<file path="config.mk">
export PLATFORM = sky130hd
export DESIGN_NAME = arb_mux_n
export DESIGN_NICKNAME = d
export VERILOG_FILES = /design/src/rtl/arb_mux_n.sv
export SDC_FILE = /design/constraint.sdc
export NUM_CORES = 1
export LEC_CHECK = 0
export CORE_MARGIN = 3
export CORE_UTILIZATION = 50
export DETAILED_ROUTE_END_ITERATION = 16
export DONT_BUFFER_PORTS = 1
export GPL_TIMING_DRIVEN = 0
export SYNTH_ARGS = -nofsm -noshare
export SYNTH_HDL_FRONTEND = slang
export SYNTH_SLANG_ARGS = --single-unit
</file>
<file path="constraint.sdc">
create_clock -name clk -period 3.6 [get_ports clk]
set_input_delay 0.54 -clock clk [delete_from_list [all_inputs] [get_ports clk]]
set_output_delay 0.54 -clock clk [all_outputs]
set_load 0.005 [all_outputs]
</file>
<file path="src/rtl/arb_mux_n.sv">
// arb_mux_n: N-way, WIDTH-bit registered multiplexer with valid/ready
// handshakes on every input channel and on the output.
//
// The grant is chosen combinationally. MODE=0 uses round-robin arbitration,
// scanning upward from the channel after the last winner. MODE=1 forwards
// the channel named by sel_ext.
//
// The winning word is captured in a one-entry output register. That register
// may be reloaded on the same edge it is drained, so throughput is one word
// per cycle.
//
// Ports:
//   clk        rising-edge clock
//   rst_n      synchronous active-low reset
//   in_valid   per-channel offer
//   in_data    channel i occupies bits [i*WIDTH +: WIDTH]
//   in_ready   per-channel accept (one-hot or zero)
//   sel_ext    channel to forward when MODE=1
//   out_valid  output register holds data
//   out_data   registered data
//   out_src    index of the channel that supplied out_data
//   out_ready  downstream accepts the output this cycle
module arb_mux_n #(
  parameter int WIDTH = 32,
  parameter int N     = 4,
  parameter int SELW  = $clog2(N),
  parameter int MODE  = 0
) (
  input  logic               clk,
  input  logic               rst_n,
  input  logic [N-1:0]       in_valid,
  input  logic [N*WIDTH-1:0] in_data,
  output logic [N-1:0]       in_ready,
  input  logic [SELW-1:0]    sel_ext,
  output logic               out_valid,
  output logic [WIDTH-1:0]   out_data,
  output logic [SELW-1:0]    out_src,
  input  logic               out_ready
);

  // One extra bit so that rr_ptr + k (at most 2N-1) does not overflow.
  localparam int CW = SELW + 1;
  localparam logic [CW-1:0] N_C = CW'(N);

  logic             out_valid_q, out_valid_d;
  logic [WIDTH-1:0] out_data_q,  out_data_d;
  logic [SELW-1:0]  out_src_q,   out_src_d;
  logic [SELW-1:0]  rr_ptr_q,    rr_ptr_d;

  logic             load_en_s;
  logic             gnt_found_s;
  logic [SELW-1:0]  gnt_idx_s;
  logic [CW-1:0]    cand_s;

  assign load_en_s = !out_valid_q | out_ready;

  // Grant selection: round-robin scan or external select.
  always_comb begin
    gnt_found_s = 1'b0;
    gnt_idx_s   = '0;
    cand_s      = '0;
    if (MODE == 0) begin
      // Visit rr_ptr+1 .. rr_ptr+N modulo N. The first valid channel wins,
      // so indices >= N are never reached, even when N is not a power of 2.
      for (int k = 1; k <= N; k++) begin
        cand_s = {1'b0, rr_ptr_q} + CW'(k);
        if (cand_s >= N_C) begin
          cand_s = cand_s - N_C;
        end else begin
          cand_s = cand_s;
        end
        if (!gnt_found_s && in_valid[cand_s[SELW-1:0]]) begin
          gnt_found_s = 1'b1;
          gnt_idx_s   = cand_s[SELW-1:0];
        end else begin
          gnt_found_s = gnt_found_s;
        end
      end
    end else begin
      if (({1'b0, sel_ext} < N_C) && in_valid[sel_ext]) begin
        gnt_found_s = 1'b1;
        gnt_idx_s   = sel_ext;
      end else begin
        gnt_found_s = 1'b0;
      end
    end
  end

  // Accept strobe: only the granted channel, only when the register can load.
  always_comb begin
    in_ready = '0;
    if (rst_n && load_en_s && gnt_found_s) begin
      in_ready[gnt_idx_s] = 1'b1;
    end else begin
      in_ready = '0;
    end
  end

  // Next-state logic for the output register and the round-robin pointer.
  always_comb begin
    out_valid_d = out_valid_q;
    out_data_d  = out_data_q;
    out_src_d   = out_src_q;
    rr_ptr_d    = rr_ptr_q;
    if (load_en_s) begin
      if (gnt_found_s) begin
        out_valid_d = 1'b1;
        out_data_d  = in_data[int'(gnt_idx_s)*WIDTH +: WIDTH];
        out_src_d   = gnt_idx_s;
        if (MODE == 0) begin
          rr_ptr_d = gnt_idx_s;
        end else begin
          rr_ptr_d = rr_ptr_q;
        end
      end else begin
        // Drain without refill: data and source are kept for observability.
        out_valid_d = 1'b0;
      end
    end else begin
      out_valid_d = out_valid_q;
    end
  end

  // State registers. Reset places the pointer at N-1 so channel 0 wins first.
  always_ff @(posedge clk) begin
    if (!rst_n) begin
      out_valid_q <= 1'b0;
      out_data_q  <= '0;
      out_src_q   <= '0;
      rr_ptr_q    <= SELW'(N - 1);
    end else begin
      out_valid_q <= out_valid_d;
      out_data_q  <= out_data_d;
      out_src_q   <= out_src_d;
      rr_ptr_q    <= rr_ptr_d;
    end
  end

  assign out_valid = out_valid_q;
  assign out_data  = out_data_q;
  assign out_src   = out_src_q;

endmodule

</file>
==> run summary, run 1 <==
Root Driver: clkbuf_8
CTS clock-pin slew for the worst setup and hold paths: 0.08 ns
Worst skew pair latency: 0.29 ns
Largest area contributor in the netlist: dfxtp_1
Area of the multi-input gates: 1665 µm²
Worst Path Arrival: 2.02 ns
Setup_tns: 0 ns
Synth cell count leaders: dfxtp_1 (37), nand2_1 (37), a221o_1 (32), mux2i_1 (32), o21a_1 (32)
WP data required: 3.06 ns
DR pass1 iterations: 4
Cell Rows: 25
CTS Buf Count: 5
Area contributors post-synth: dfxtp_1 (29%), a221o_1 (13%), mux2i_1 (13%)
Filler instances: 472
Initial antenna violation count: 0
Ys async rst share: 0%
Max-slew violation count: 0
Max IR drop VDD: 0.0001983 V
Iter 0 DRT Violations: 108
Register bit total from synthesis: 37
Yosys top cell area share: 28.99%
Endpoints failing setup: 0
Placed Cells: 335
Crit Path Class: flop to output port
Port bufs: 0
Dpl hpwl: 5.522 mm
Hold WS: 0.4457 ns
Outcome: completed
Hold Path Class: input pin to flop
Worst setup margin: 1.037 ns
Gpl congestion: 0.8302
Synth Flop Type: dfxtp_1
Synth Cell Area: 2555 µm²
Setup WS pre-CTS: 1.045 ns
P_leak: 1.037 nW
Slowest cell on the critical path: dfxtp_1
Sink Count: 37
CP cell instances: nor4bb_1 > a31oi_1 > o21ai_1 > clkbuf_1 > and3_1
Min Clock Period, post-route: 2.563 ns
Post-DR vias/cell: 6.332
Drt drc: 0
Max-slew headroom: 58.18%
Post-cts resize count: 0
Post-synth EDFFs: 0
Via count: 2,172
Vias in the first global route: 2,100
Final hold viol count: 0
PwrDens: 462.2 nW/µm²
Synth Area per Inst: 9.533 µm²
Power consumption: 1.273 mW
I/O Pins: 176
Critical Path Max Stage Delay: 0.45 ns
Initial core utilization: 53.04%
Max-cap violation count: 0
Mapped Nets: 405
Core area: 4817 µm²
Crit share post-route: 71.21%
Post-Layout Cell Count: 343
Yosys warning total: 0
Post-CTS Setup Inserts: 0
CTS Buffer Depth: 2
Cell variety after synth: 33
Tightest Pin Transition: 0.6273 ns
Layout cells sized above 1: 12.68%
Endpoint class of the critical path: output port
Die footprint: 6004 µm²
Seq/Total Area, Yosys: 28.99%
First-pass GRT wire length: 10.80 mm
Routed wire length: 7.192 mm
Startpoint types: flop
Die Y: 77.49 µm
Post-CTS Hold Fix Bufs: 0
CTS tree: yes
Area delta synth->final: 7.835%
Max Fclk: 390.1 MHz
WL/cell: 20.97 µm
Die width: 77.49 µm
Register area: 740.7 µm²
Total track usage: 22.89%
RSZ-0062 raised after global routing: no
Layout Nets: 412
Post-Route Skew: 0.006479 ns
Gate Count Post-Synth: 268
Worst-path fanout max: 10
Diodes inserted: 0
ANT nets after route: 0
Largest net degree at the start of global routing: 12
Remaining Overflow, GRT: 0
H-Tree Depth: 2
[layer usage]
layer	wire length, µm	track usage [%]
met4	99	7.117
met5	0	0
met2	3403	37.13
met1	3028	28.17
met3	661	8.353
[cell usage in the layout, fill, tap and decap left out, drive strengths merged]
cell	Yosys	routed
nand2	37	37
dfxtp	37	37
o21a	32	32
a221o	32	32
mux2i	32	32
o2bb2ai	32	32
clkbuf	20	27
nor2	6	6
buf	6	6
o21ai	5	5
a21oi	4	4
o22ai	3	3
nand2b	3	3
o211ai	2	2
a31oi	2	2
inv	2	2
a21boi	2	2
or2	2	2
nor2b	1	1
nor3	1	1
nor4bb	1	1
and3	1	1
and4	1	1
a21o	1	1
a221oi	1	1
and2	1	1
o41a	1	1
bufinv	0	1
[cells by family after synthesis]
family                 synth area share (%)
buffers and inverters                 5.828
flip-flops                            28.99
multiplexers                          12.54
AO/OA/AOI/OAI                         43.24
AND/OR/NAND/NOR                       9.403
[area by class of cell]
cell class,count,share of cell area [%]
clock buffer,7,3.134
sequential,37,26.88
tap,67,3.043
inverter,2,0.2725
clock inverter,1,1.090
multi-input combinational,203,60.45
buffer,26,5.132
[through the flow]
| step | cell area [µm²] | utilization (%) |
|---|---|---|
| 2_1_floorplan | 2555 | - |
| 3_3_place_gp | 2639 | 54.78 |
| 3_5_place_dp | 2639 | 54.78 |
| 4_1_cts | 2755 | 57.19 |
| 5_1_grt | 2755 | 57.19 |
| 6_report | 2755 | 57.19 |
[state kept, by name, indices dropped and copies added, names as in the netlist]
signal and flops:
out_data 32, out_src 2, rr_ptr_q 2, out_valid 1
[power by group]
part           leakage, nW  total (mW)  switching (mW)  internal (mW)
logic                0.669       0.379           0.201          0.178
clock network       0.0585       0.379           0.153          0.226
registers            0.309       0.515          0.0476          0.468
total                 1.04        1.27           0.402          0.872
[worst max-delay path: cells and delay by family (launching register included)]
family,cells,cell delay (ns)
DFF,1,0.45
AOI/OAI and AO/OA,2,0.34
and+or+nand+nor,2,0.51
buffers and inverters,1,0.44
[path summary, 6_finish.rpt]
check | startpoint | end | slack, ns | depth (start not counted)
hold / removal | in_data[109] | out_data[13]$_SDFFE_PN0P_ | 0.45 | 2
setup / recovery | rr_ptr_q[0]$_SDFFE_PN1P_ | in_ready[0] | 1.04 | 5
setup reg to reg | rr_ptr_q[0]$_SDFFE_PN1P_ | out_data[30]$_SDFFE_PN0P_ | 1.50 | 6
hold reg to reg | out_src[1]$_SDFFE_PN0P_ | out_src[1]$_SDFFE_PN0P_ | 0.49 | 2
Power figures use the tool's default switching activity.
==> run 2: changes to the inputs <==
==> constraint.sdc (replaced) <==
create_clock -name clk -period 2.64 [get_ports clk]
set_input_delay 0.396 -clock clk [delete_from_list [all_inputs] [get_ports clk]]
set_output_delay 0.396 -clock clk [all_outputs]
set_load 0.005 [all_outputs]
==> results of run 2 <==
The final DEF is identical to that of run 1. Status: completed.
Main changes from that run: setup slack after placement 1.045 ns -> 0.3726 ns; setup slack after layout 1.037 ns -> 0.2206 ns; hold slack 0.4457 ns -> 0.3017 ns; register-to-register setup slack 1.50 ns -> 0.54 ns; total power 1.273 mW -> 1.736 mW; worst IR drop on VDD 0.0001983 V -> 0.0002704 V
